## src/rtl/frame_buffer_ctrl.sv

```systemverilog
// rtl/frame_buffer_ctrl.sv - camera frame capture into a single-port BRAM and thresholded readout scan
module frame_buffer_ctrl #(
    parameter int DATA_W = 16,
    parameter int DEPTH  = 784,
    parameter int ADDR_W = 10,
    parameter int RD_LAT = 1,
    parameter int CNT_W  = 10
) (
    input  logic              clk,
    input  logic              reset_n,
    input  logic              take_photo,
    input  logic              read_start,
    input  logic              frame_start,
    input  logic              pix_valid,
    input  logic [DATA_W-1:0] pix_data,
    input  logic [DATA_W-1:0] threshold,
    output logic              mem_en,
    output logic              mem_we,
    output logic [ADDR_W-1:0] mem_addr,
    output logic [DATA_W-1:0] mem_wdata,
    input  logic [DATA_W-1:0] mem_rdata,
    output logic              busy,
    output logic              frame_done,
    output logic              short_frame,
    output logic              rd_valid,
    output logic [DATA_W-1:0] rd_data,
    output logic [ADDR_W-1:0] rd_addr,
    output logic              read_done,
    output logic [CNT_W-1:0]  count
);
    localparam logic [ADDR_W-1:0] LAST = ADDR_W'(DEPTH - 1);

    typedef enum logic [2:0] {IDLE, ARM, CAPTURE, READ, DRAIN} state_t;
    state_t state, state_nxt;

    logic [ADDR_W-1:0] waddr, raddr, wr_addr;
    logic [DATA_W-1:0] thr_q;
    logic [RD_LAT-1:0] vpipe;
    logic [ADDR_W-1:0] apipe [RD_LAT];

    // A frame_start mid-capture restarts the frame; a coincident pixel lands at address 0.
    assign wr_addr   = frame_start ? '0 : waddr;
    assign busy      = (state != IDLE);
    assign rd_valid  = vpipe[RD_LAT-1];
    assign rd_addr   = rd_valid ? apipe[RD_LAT-1] : '0;
    assign rd_data   = rd_valid ? mem_rdata : '0;

    always_ff @(posedge clk) begin
        if (!reset_n) begin
            state <= IDLE;
        end else begin
            state <= state_nxt;
        end
    end

    always_comb begin
        state_nxt = state;
        mem_en    = 1'b0;
        mem_we    = 1'b0;
        mem_addr  = '0;
        mem_wdata = '0;
        read_done = 1'b0;
        case (state)
            IDLE: begin
                if (take_photo) begin
                    state_nxt = ARM;
                end else if (read_start) begin
                    state_nxt = READ;
                end
            end
            ARM: begin
                if (frame_start) state_nxt = CAPTURE;
            end
            CAPTURE: begin
                if (pix_valid) begin
                    mem_en    = 1'b1;
                    mem_we    = 1'b1;
                    mem_addr  = wr_addr;
                    mem_wdata = pix_data;
                    if (wr_addr == LAST) state_nxt = IDLE;
                end
            end
            READ: begin
                mem_en   = 1'b1;
                mem_addr = raddr;
                if (raddr == LAST) state_nxt = DRAIN;
            end
            DRAIN: begin
                if (vpipe == '0) begin
                    read_done = 1'b1;
                    state_nxt = IDLE;
                end
            end
            default: state_nxt = IDLE;
        endcase
    end

    always_ff @(posedge clk) begin
        if (!reset_n) begin
            waddr       <= '0;
            raddr       <= '0;
            thr_q       <= '0;
            frame_done  <= 1'b0;
            short_frame <= 1'b0;
            count       <= '0;
            vpipe       <= '0;
            for (int i = 0; i < RD_LAT; i++) apipe[i] <= '0;
        end else begin
            // Issue tags travel alongside the BRAM read latency.
            vpipe[0] <= (state == READ);
            apipe[0] <= raddr;
            for (int i = 1; i < RD_LAT; i++) begin
                vpipe[i] <= vpipe[i-1];
                apipe[i] <= apipe[i-1];
            end
            if (rd_valid && (mem_rdata > thr_q)) count <= count + 1'b1;
            case (state)
                IDLE: begin
                    if (take_photo) begin
                        frame_done  <= 1'b0;
                        short_frame <= 1'b0;
                    end else if (read_start) begin
                        thr_q <= threshold;
                        count <= '0;
                        raddr <= '0;
                    end
                end
                ARM: begin
                    if (frame_start) waddr <= '0;
                end
                CAPTURE: begin
                    if (frame_start) short_frame <= 1'b1;
                    if (pix_valid) begin
                        waddr <= wr_addr + 1'b1;
                        if (wr_addr == LAST) frame_done <= 1'b1;
                    end else if (frame_start) begin
                        waddr <= '0;
                    end
                end
                READ: raddr <= raddr + 1'b1;
                default: ;
            endcase
        end
    end
endmodule
```

## config.mk

```make
export PLATFORM = sky130hd
export DESIGN_NAME = frame_buffer_ctrl
export DESIGN_NICKNAME = d
export VERILOG_FILES = /design/src/rtl/frame_buffer_ctrl.sv
export SDC_FILE = /design/constraint.sdc
export NUM_CORES = 1
export LEC_CHECK = 0
export CAP_MARGIN = 10
export CORE_ASPECT_RATIO = 0.75
export CORE_MARGIN = 4
export CORE_UTILIZATION = 49
export CTS_CLUSTER_SIZE = 28
export DETAILED_ROUTE_END_ITERATION = 12
export PLACE_DENSITY = 0.94
export SLEW_MARGIN = 20
export SYNTH_ARGS = -nofsm -noshare
export SYNTH_HDL_FRONTEND = slang
export SYNTH_SLANG_ARGS = --single-unit
```

## constraint.sdc

```tcl
create_clock -name clk -period 3.2 [get_ports clk]
set_clock_uncertainty 0.1 [all_clocks]
set_input_delay 0.48 -clock clk [delete_from_list [all_inputs] [get_ports clk]]
set_output_delay 0.48 -clock clk [all_outputs]
set_load 0.01 [all_outputs]
```

==> impl.org <==
** STA
- Min Hold Slack :: 0.3637 ns
- The routed design could run at a clock period as short as 2.984 ns.
- The total count of max-transition violations in the final report is 0.
- The worst path uses 93.25% of the clock period.
- Crit path setup slack, layout :: 0.2159 ns
- Slew margin rel. :: 46.01%
- Final hold violation count :: 0
- Setup total negative slack on the finished layout was measured at 0 ns.
- RSZ-0062 raised after global routing :: false
- Transition time of the tightest slew-check pin :: 0.8087 ns
- Fmax :: 335.1 MHz
- Total setup violations reported at the end of the flow :: 0

** Drt
- Antenna violation net count after detailed routing :: 0
- Final routed wirelength across all metal layers :: 10370 um
- Dividing the detail-routed wire length by the instance count gives 15.75 um.
- The first detailed-routing pass took 5 iterations.
- In the routed layout, each cell is associated on average with a via count of 5.416.
- Remaining routing DRC violations :: 0
- The routed layout has 3564 vias.
- The first routing iteration left 204 violations.

** Global routing
- The initial antenna violation count was 0.
- GR Overflow Total :: 0
- Maximum number of pins on one net before global-route repair :: 44
- Via count of the first global-routing pass :: 3452
- Tot GR Track Use :: 23.77%
- The first global-routing pass estimated 16360 um of wire.

** Hold path
- Type of the tightest min-delay check :: reg -> reg
- Hold Crit Start :: thr_q[2]

** Synthesis
- Number of synthesized flops with an enable pin :: 0
- Summing the sequential cell areas from Yosys gives 34.89% of the chip area.
- Cell types occupying the most area after synthesis :: sky130_fd_sc_hd__dfxtp_1, sky130_fd_sc_hd__and2_1, sky130_fd_sc_hd__nand2_1
- The most used flip-flop cell after synthesis is sky130_fd_sc_hd__dfxtp_1.
- Yosys cell types :: 51
- In this run the mean area of a mapped cell was 8.140 um2.
- After technology mapping, the gate count stands at 437.
- Top-count cell post-synth :: sky130_fd_sc_hd__nand2_1
- The share of synthesized area in the top cell type comes to 34.89%.
- Share of synthesized registers carrying an async set or reset :: 0%
- Most frequent cells after synthesis :: sky130_fd_sc_hd__nand2_1, sky130_fd_sc_hd__dfxtp_1, sky130_fd_sc_hd__and2_1
- Of all cell types, the one taking the most synthesized area is sky130_fd_sc_hd__dfxtp_1.
- Synthesis produced a netlist with a net count of 511.
- Total standard cell area after synthesis :: 3557 um2
- For this run, the number of Yosys warnings is 0.
- Counting flops and latches in the post-synthesis netlist gives 62.

** Power and ir drop
- The worst-case IR drop observed on VDD is 306.0 uV.
- Per report_power, the sequential group accounts for 37.6% of the total.
- Cell-internal power :: 1544 uW
- For this design the ratio of total power to cell area is 469.3 nW/um2.
- Switching power :: 818.6 uW
- Share of power burned in combinational logic :: 34.1%
- The clock network is responsible for 28.4% of the overall power.
- Static leakage power :: 0.001983 uW
- Sw Share :: 34.64%

** Setup path
- Traced cell by cell, the critical path runs through nand2b_4, nor2_1, a22o_1, clkdlybuf4s50_1.
- Critical path class :: reg -> out
- For the worst setup path, the data required time is 2.62 ns.
- Type of element capturing the critical path :: output port
- Worst Path Arrival :: 2.40 ns
- Launch point of the worst reg-to-reg path :: thr_q[1]
- Highest fanout seen on the critical path :: 10
- Tracing the worst setup path back leads to its startpoint at state[1].
- Slowest stage cell on the critical path :: sky130_fd_sc_hd__nor2_1
- For this run, the slowest stage of the critical path takes 0.59 ns.
- STA classifies the critical path startpoint as a register.

** Finish
- Final Util :: 72.66%
- The post-route netlist has 6.250% of its cells at a drive strength greater than 1.
- The repair_antennas step left the layout with diodes totalling 0.
- Relative area change from synthesis to final layout :: 41.54%
- After the last flow step, the layout net total stands at 629.

** Placement
- IO buf count :: 122
- Placer congestion estimate :: 0.9133
- OpenSTA, run right after detailed placement, puts the worst setup slack at 0.3069 ns.
- Half-perimeter wire length after detailed placement :: 7836 um

** CTS
- Root cell of the clock tree :: sky130_fd_sc_hd__clkbuf_8
- TritonCTS built the clock tree.
- Post-CTS timing repair inserted 0 buffers for setup.
- Counting along the longest clock path gives a buffer depth of 2.
- The H-tree generated during clock tree synthesis spans 3 levels.
- Clk_lat worst skew :: 0.35 ns
- Counting the buffers created by CTS gives 9.
- Total clock sinks :: 62
- Reg clk slew, reported paths :: 0.07 ns
- Once the clock tree was built, the resizer swapped 0 gates to a different size.
- The number of hold buffers added after CTS was 0.

** Job
- Across the run, the number of max-cap violations was 0.

** Run status
- The run finished with clean final reports.

** Die
- Area of the die :: 8701 um2
- The initialized floorplan defines 26 standard-cell rows.
- Initial standard-cell utilization of the core :: 51.34%
- Die span in x :: 106.4 um
- Die extent in y :: 81.79 um
- Placeable core region :: 6929 um2
- # IOs :: 123
[through the flow]
| stage | total power [uW] | cells | cell area [um2] |
|---|---|---|---|
| 4_1_cts | 2364 | 658 | 5035 |
| 3_5_place_dp | 1683 | 642 | 4846 |
| 6_report | 2363 | 658 | 5035 |
| 2_1_floorplan | 1372 | 437 | 3557 |
| 5_1_grt | 2492 | 658 | 5035 |
| 3_3_place_gp | 1650 | 642 | 4846 |
[placed cells by master (no fill, tap or decap), types with 2 or more instances in the layout]
| cell type | Yosys | routed |
|---|---|---|
| sky130_fd_sc_hd__o31ai_1 | 3 | 3 |
| sky130_fd_sc_hd__buf_4 | 0 | 8 |
| sky130_fd_sc_hd__nand2_1 | 70 | 70 |
| sky130_fd_sc_hd__nand3_1 | 10 | 10 |
| sky130_fd_sc_hd__xor2_1 | 11 | 11 |
| sky130_fd_sc_hd__nand2b_1 | 3 | 3 |
| sky130_fd_sc_hd__ha_1 | 20 | 20 |
| sky130_fd_sc_hd__or4_1 | 2 | 2 |
| sky130_fd_sc_hd__nor2b_1 | 9 | 9 |
| sky130_fd_sc_hd__a22o_1 | 6 | 6 |
| sky130_fd_sc_hd__a22oi_1 | 4 | 4 |
| sky130_fd_sc_hd__nor3_1 | 3 | 3 |
| sky130_fd_sc_hd__o21ai_0 | 7 | 7 |
| sky130_fd_sc_hd__nand3b_1 | 2 | 2 |
| sky130_fd_sc_hd__mux2i_1 | 5 | 5 |
| sky130_fd_sc_hd__nor2_1 | 24 | 24 |
| sky130_fd_sc_hd__or3_1 | 2 | 2 |
| sky130_fd_sc_hd__xnor2_1 | 5 | 5 |
| sky130_fd_sc_hd__clkbuf_8 | 0 | 9 |
| sky130_fd_sc_hd__and4_1 | 2 | 2 |
| sky130_fd_sc_hd__clkinv_2 | 0 | 3 |
| sky130_fd_sc_hd__a21oi_1 | 16 | 16 |
| sky130_fd_sc_hd__dfxtp_1 | 62 | 62 |
| sky130_fd_sc_hd__and2_1 | 50 | 50 |
| sky130_fd_sc_hd__clkdlybuf4s50_1 | 0 | 122 |
| sky130_fd_sc_hd__a21boi_0 | 16 | 16 |
| sky130_fd_sc_hd__inv_1 | 22 | 22 |
| sky130_fd_sc_hd__and3_1 | 23 | 23 |
| sky130_fd_sc_hd__o41ai_1 | 2 | 2 |
| sky130_fd_sc_hd__o211a_1 | 2 | 2 |
| sky130_fd_sc_hd__nor4_1 | 3 | 3 |
| sky130_fd_sc_hd__nand4_1 | 7 | 7 |
| sky130_fd_sc_hd__a31o_2 | 3 | 3 |
| sky130_fd_sc_hd__a31oi_1 | 2 | 2 |
[path summary, 6_finish.rpt]
check | slack [ns] | to | depth (start not counted)
worst max-delay path | 0.22 | mem_addr[3] | 4
worst min-delay path | 0.36 | thr_q[2] | 2
worst max register to register | 0.80 | count[8] | 8
worst min register to register | 0.36 | thr_q[2] | 2
[cell type report]
| class | count | area, um2 |
|---|---|---|
| Clock inverter | 6 | 61.31 |
| Fill cell | 500 | 1894 |
| Tap cell | 98 | 122.6 |
| Clock buffer | 10 | 127.6 |
| Sequential cell | 62 | 1241 |
| Timing Repair Buffer | 130 | 1281 |
| Inverter | 22 | 82.58 |
| Multi-Input combinational cell | 330 | 2118 |
[state kept, by name, indices dropped and copies added, names as in the netlist]
register,flops
apipe,10
count,10
frame_done,1
raddr,10
rd_valid,1
short_frame,1
state,3
thr_q,16
waddr,10
[kinds of logic (layout without fill, tap and decap cells)]
logic type | count (synthesis) | count (layout) | share of synthesized area (%)
adder cells (fa/ha/maj) | 20 | 20 | 7.035
flip-flops | 62 | 62 | 34.89
AO/OA/AOI/OAI | 69 | 69 | 13.89
buffers and inverters | 45 | 168 | 5.557
AND/OR/NAND/NOR | 220 | 220 | 33.27
XOR/XNOR | 16 | 16 | 3.939
multiplexers | 5 | 5 | 1.407
[critical path, delay by kind of cell (launching register included)]
family | cells | cell delay (ns)
DFF | 1 | 0.53
and+or+nand+nor | 2 | 0.75
buffers and inverters | 1 | 0.53
AOI/OAI and AO/OA | 1 | 0.26
[power groups by stage]
stage | sequential (uW) | combinational (uW) | clock, uW
floorplan | 863 | 509 | 0
global placement | 897 | 753 | 0
detailed placement | 903 | 780 | 0
CTS | 887 | 797 | 679
global route | 895 | 878 | 719
finish | 887 | 805 | 670
[layer usage]
layer,track usage (%),share of wire [%],vias to the layer above
li1,-,-,1729
met1,28.30,43,1644
met2,40.64,47,167
met3,8.405,8.5,24
met4,7.503,2.1,0
met5,0,0,-
No activity file was read; power rests on OpenSTA's default activity.
==> RTL change 1, RTL diff (same flow settings) <==
`DATA_W`: 16 -> 32.
--- a/src/rtl/frame_buffer_ctrl.sv
+++ b/src/rtl/frame_buffer_ctrl.sv
@@ -1,6 +1,6 @@
 // rtl/frame_buffer_ctrl.sv - camera frame capture into a single-port BRAM and thresholded readout scan
 module frame_buffer_ctrl #(
-    parameter int DATA_W = 16,
+    parameter int DATA_W = 32,
     parameter int DEPTH  = 784,
     parameter int ADDR_W = 10,
     parameter int RD_LAT = 1,
Interface: changed (5 resized); port bits go from 123 to 203. No check against the original RTL was run, so the function may have changed too.
==> RTL change 1 against the original RTL <==
  * Design area rose by 42%
  * Sequential share of layout area fell by 2.8 points
  * Worst setup slack got worse by 69 ps
  * Largest cell class unchanged
  * Worst hold slack improved by 2.2 ps
  * Fmax fell by 2.3%
  * Routed wire length rose by 44%
  * Register-to-register slack got worse by 250 ps
  * Sequential cell count rose by 16
  * Largest power group unchanged
  * Area after synthesis rose by 32%
  * Die area rose by 29%
  * Clock power rose by 55%
  * Power rose by 35%
  * Critical path type is now in -> out
==> RTL change 1: results (changes against the original RTL) <==
stage	metric	value	unit	change
outcome	status	finished, final reports clean		
routing	drt-vias-per-instance	5.36		-1.1%
yosys	synthCells	583		+33%
global_route	antenna_found_initial	0		unchanged
clock_tree	clk_latency	330	ps	-20 ps
timing	whs	366	ps	+2.17 ps
routing	first_pass_iters	5		unchanged
place	dp_hpwl	11.7	mm	+49%
global_route	groute.usage.overall	26.0	%	+2.2 points
global_route	grt_max_degree	61		+39%
clock_tree	htreeDepth	3		unchanged
place	dpl_worst_slack	36.2	ps	-271 ps
finish	fin_nets	916		+46%
min_path	worstHoldPathType	reg -> reg		
pwr	p_leak	0.00266	uW	+34%
finish	drive_above_1_share	4.47	%	-1.8 points
finish	fin_util	77.6	%	+5.0 points
clock_tree	clockBufferDepth	2		unchanged
yosys	synthArstFlopShare	0	%	unchanged
routing	wl	14.9	mm	+44%
timing	layout_setup_ws	146	ps	-69.5 ps
clock_tree	cts_buffers	9		unchanged
clock_tree	cts_root_buf	clkbuf_16		
clock_tree	cts_resized	0		unchanged
pwr	ir_drop	0.315	mV	+2.8%
place	portBuffers	202		+66%
clock_tree	cts_hold_buf	0		unchanged
routing	ant_nets	0		unchanged
global_route	grt_first_pass_wirelength	23.7	mm	+45%
critical_path	rrSetupSlack	550	ps	-250 ps
clock_tree	clkTransAtPathRegs	60	ps	
yosys	synth_top_flop_cell	dfxtp_1		
global_route	grt_pass1_vias	4861		+41%
critical_path	path_max_fanout	9		-1
place	gp_congestion	0.986		+7.9%
yosys	yosys_warnings	0		unchanged
routing	drt-initial-drc-count	405		+99%
yosys	yosys-top-cells-count	nand2_1 (97), and2_1 (94), dfxtp_1 (78), ha_1 (36), inv_1 (36)		
timing	setup_tns	0	ps	unchanged
clock_tree	cts_setup_buffers	0		unchanged
critical_path	arrival	2470	ps	+70 ps
routing	wl_per_cell	16.4	um	+4.0%
yosys	ys_seq_area_share	33.4	%	-1.5 points
finish	largest_reg_flops	32		+16
finish	regMostFlops	thr_q		
yosys	synthTopCellsByArea	dfxtp_1 (33%), and2_1 (13%), ha_1 (9.6%)		
yosys	synth_nets	721		+41%
finish	n_antenna_cell	0		unchanged
yosys	synth_cell_types	51		unchanged
place	dp.cells	895		+39%
timing	tightest_slew	644	ps	-165 ps
## RTL change 1: cell count changes in the layout (fill, tap and decap cells not counted), moves of 5 or more
cell,before,now
clkdlybuf4s50_1,122,202
and2_1,50,94
nand2_1,70,97
a21boi_0,16,33
and3_1,23,6
dfxtp_1,62,78
ha_1,20,36
inv_1,22,36
clkbuf_16,0,9
clkbuf_8,9,0
o21ai_0,7,13
a21oi_1,16,21
nand4_1,7,12
## RTL change 1: per-stage QoR
stage	instance area (um^2)	total power (uW)
global placement	6830	2110
CTS	7140	3200
floorplan	4680	1680
finish	7140	3200
detailed placement	6830	2160
global route	7140	3360
## RTL change 1: metal layers
layer | wire length (um) | vias to the layer above | GRT usage, %
met1 | 6060 | 2310 | 31.4
met2 | 7550 | 182 | 46.0
met5 | 0 | - | 0
met3 | 935 | 32 | 5.19
li1 | - | 2355 | -
met4 | 383 | 0 | 8.96
## RTL change 1: worst paths after layout
path,to,cells past startpoint,startpoint
max,mem_addr[3],6,pix_valid
min,thr_q[26]$_SDFFE_PN0P_,2,thr_q[26]$_SDFFE_PN0P_
max reg2reg,count[9]$_SDFF_PN0_,8,thr_q[13]$_SDFFE_PN0P_
min reg2reg,thr_q[26]$_SDFFE_PN0P_,2,thr_q[26]$_SDFFE_PN0P_
## RTL change 1: worst max-delay path, stage by stage
cell             delay (ps)
clkdlybuf4s50_1         490
nor4bb_4                320
nor2b_1                 280
buf_4                   210
a22o_1                  160
clkdlybuf4s50_1         530
## RTL change 1: kinds of logic (layout without fill, tap and decap cells)
group	count (synthesis)	count (layout)	share of synthesized area [%]
adder cells (fa/ha/maj)	36	36	9.62
XOR/XNOR	18	18	3.37
flip-flops	78	78	33.4
multiplexers	4	4	0.855
AO/OA/AOI/OAI	101	101	15.8
buffers and inverters	64	264	5.48
AND/OR/NAND/NOR	282	282	31.6
## RTL change 1: area by class of cell
class | instances | area, um^2
multi-input combinational | 441 | 2880
timing repair buffer | 212 | 2100
fill | 643 | 2060
sequential | 78 | 1560
clock buffer | 9 | 225
tap | 128 | 160
inverter | 36 | 135
clock inverter | 7 | 81.3
## RTL change 1: power breakdown
part           internal (uW)  total, uW  switching, uW
Clock                    616       1040            426
Combinational            505       1020            511
Sequential              1040       1140           97.5
Total                   2160       3200           1030
==> RTL change 2, RTL diff (config.mk and constraints unchanged) <==
Without the edit above. Put a register stage on the outputs `busy`, `rd_data` and `rd_addr`, cleared by the reset. The values now appear one clock later. The other outputs are not delayed to match.
--- a/src/rtl/frame_buffer_ctrl.sv
+++ b/src/rtl/frame_buffer_ctrl.sv
@@ -40,10 +40,18 @@
 
     // A frame_start mid-capture restarts the frame; a coincident pixel lands at address 0.
     assign wr_addr   = frame_start ? '0 : waddr;
-    assign busy      = (state != IDLE);
     assign rd_valid  = vpipe[RD_LAT-1];
-    assign rd_addr   = rd_valid ? apipe[RD_LAT-1] : '0;
-    assign rd_data   = rd_valid ? mem_rdata : '0;
+    always_ff @(posedge clk) begin
+        if (!reset_n) begin
+            busy    <= '0;
+            rd_data <= '0;
+            rd_addr <= '0;
+        end else begin
+            busy    <= (state != IDLE);
+            rd_data <= rd_valid ? mem_rdata : '0;
+            rd_addr <= rd_valid ? apipe[RD_LAT-1] : '0;
+        end
+    end
 
     always_ff @(posedge clk) begin
         if (!reset_n) begin
Check against the original RTL: not equivalent (a bounded check fails within 4 cycles, from zero or initial values and one cycle with reset_n low).
==> RTL change 2 against the original RTL <==
  * Combinational power is 11% lower
  * Worst setup slack lost 85 ps
  * Sequential cell count rose by 27
  * Routed wire length is 5.9% higher
  * Worst hold slack better by 5.5 ps
  * Area after synthesis is 15% higher
  * Power up 13%
  * Global-route usage shrank 0.96 points
  * Design area grew 11%
==> RTL change 2: results (changes against the original RTL) <==
stage	metric	value	unit	change
yosys	synthTopCellsByArea	dfxtp_1 (44%), ha_1 (6.1%), nand2_1 (5.7%)		
routing	drt-vias-per-instance	5.44		+0.38%
clock_tree	cts_setup_buffers	0		unchanged
yosys	synth_nets	538		+5.3%
finish	fin_nets	656		+4.3%
routing	drt-initial-drc-count	273		+34%
place	portBuffers	122		unchanged
critical_path	path_max_fanout	7		-3
clock_tree	cts_buffers	9		unchanged
place	gp_congestion	0.854		-6.5%
routing	wl_per_cell	15.9	um	+0.81%
yosys	synthArstFlopShare	0	%	unchanged
yosys	yosys_warnings	0		unchanged
routing	first_pass_iters	5		unchanged
place	dp_hpwl	8.43	mm	+7.6%
critical_path	arrival	2490	ps	+90 ps
yosys	synth_top_flop_cell	dfxtp_1		
timing	tightest_slew	769	ps	-39.9 ps
yosys	synth_cell_types	50		-2.0%
min_path	worstHoldPathType	reg -> reg		
global_route	grt_first_pass_wirelength	18.0	mm	+10%
finish	fill_cells	614		+23%
place	place_area	5410	um^2	+12%
clock_tree	cts_resized	0		unchanged
clock_tree	clk_latency	350	ps	about the same
global_route	antenna_found_initial	0		unchanged
global_route	grt_max_degree	75		+70%
clock_tree	htreeDepth	3		unchanged
yosys	yosys-top-cells-count	dfxtp_1 (89), nand2_1 (62), and3_1 (35), and2_1 (32), nor2_1 (27)		
clock_tree	cts_root_buf	clkbuf_8		
pwr	ir_drop	0.262	mV	-14%
clock_tree	clockBufferDepth	2		unchanged
outcome	status	finished, final reports clean		
pwr	p_leak	0.00218	uW	+10%
clock_tree	clkTransAtPathRegs	80	ps	
finish	n_antenna_cell	0		unchanged
global_route	grt_pass1_vias	3682		+6.7%
yosys	ys_seq_area_share	43.6	%	+8.7 points
global_route	groute.usage.overall	22.8	%	-0.96 points
finish	drive_above_1_share	6.66	%	+0.41 points
finish	top_regs	rd_data (16), thr_q (16)		
## RTL change 2: kinds of logic (layout without fill, tap and decap cells)
logic type      after synthesis  in the layout  share of synthesized area (%)
xor+xnor                     15             15                           3.21
mux                           4              4                          0.979
compound gates               81             81                           14.9
buf+inv                      46            168                           4.34
fa+ha+maj                    20             20                           6.12
flops                        89             89                           43.6
simple gates                209            209                           26.9
## RTL change 2: power breakdown
part / switching, uW / internal (uW)
sequential: 82.7 / 1170
clock: 392 / 305
combinational: 380 / 337
## RTL change 2: cell type report
class	instances	area share, %
repair buffers	131	23.0
well taps	105	2.35
flip-flops and latches	89	31.9
inverters	22	1.48
clock inverters	5	0.694
clock buffers	10	2.46
multi-input cells	329	38.1
## RTL change 2: worst paths after layout
path                                              from                     end  slack, ps  cells after the start
worst max-delay path                         pix_valid             mem_addr[2]        130                      6
worst min register to register  thr_q[15]$_SDFFE_PN0P_  thr_q[15]$_SDFFE_PN0P_        370                      2
worst max register to register  thr_q[15]$_SDFFE_PN0P_     count[3]$_SDFF_PN0_        770                      7
worst min-delay path            thr_q[15]$_SDFFE_PN0P_  thr_q[15]$_SDFFE_PN0P_        370                      2
## RTL change 2: worst max-delay path, stage by stage
cell and delay [ps]:
clkdlybuf4s50_1 590, and4bb_2 270, nor2b_1 240, buf_4 210
a22o_1 170, clkdlybuf4s50_1 540
## RTL change 2: per-stage QoR
step	worst slack, ps	utilization, %	instances
after floorplan	914	-	464
after global placement	294	67.4	676
after detailed placement	169	67.4	676
after CTS	160	69.6	691
after global routing	24.2	69.6	691
final	131	69.6	691
## RTL change 2: routing by layer
metal	vias to the layer above	GRT usage, %	share of wire [%]
met3	22	5.90	7.1
met1	1757	29.2	43
met2	141	38.1	48
met4	0	6.88	1.5
li1	1837	-	-
met5	-	0	0
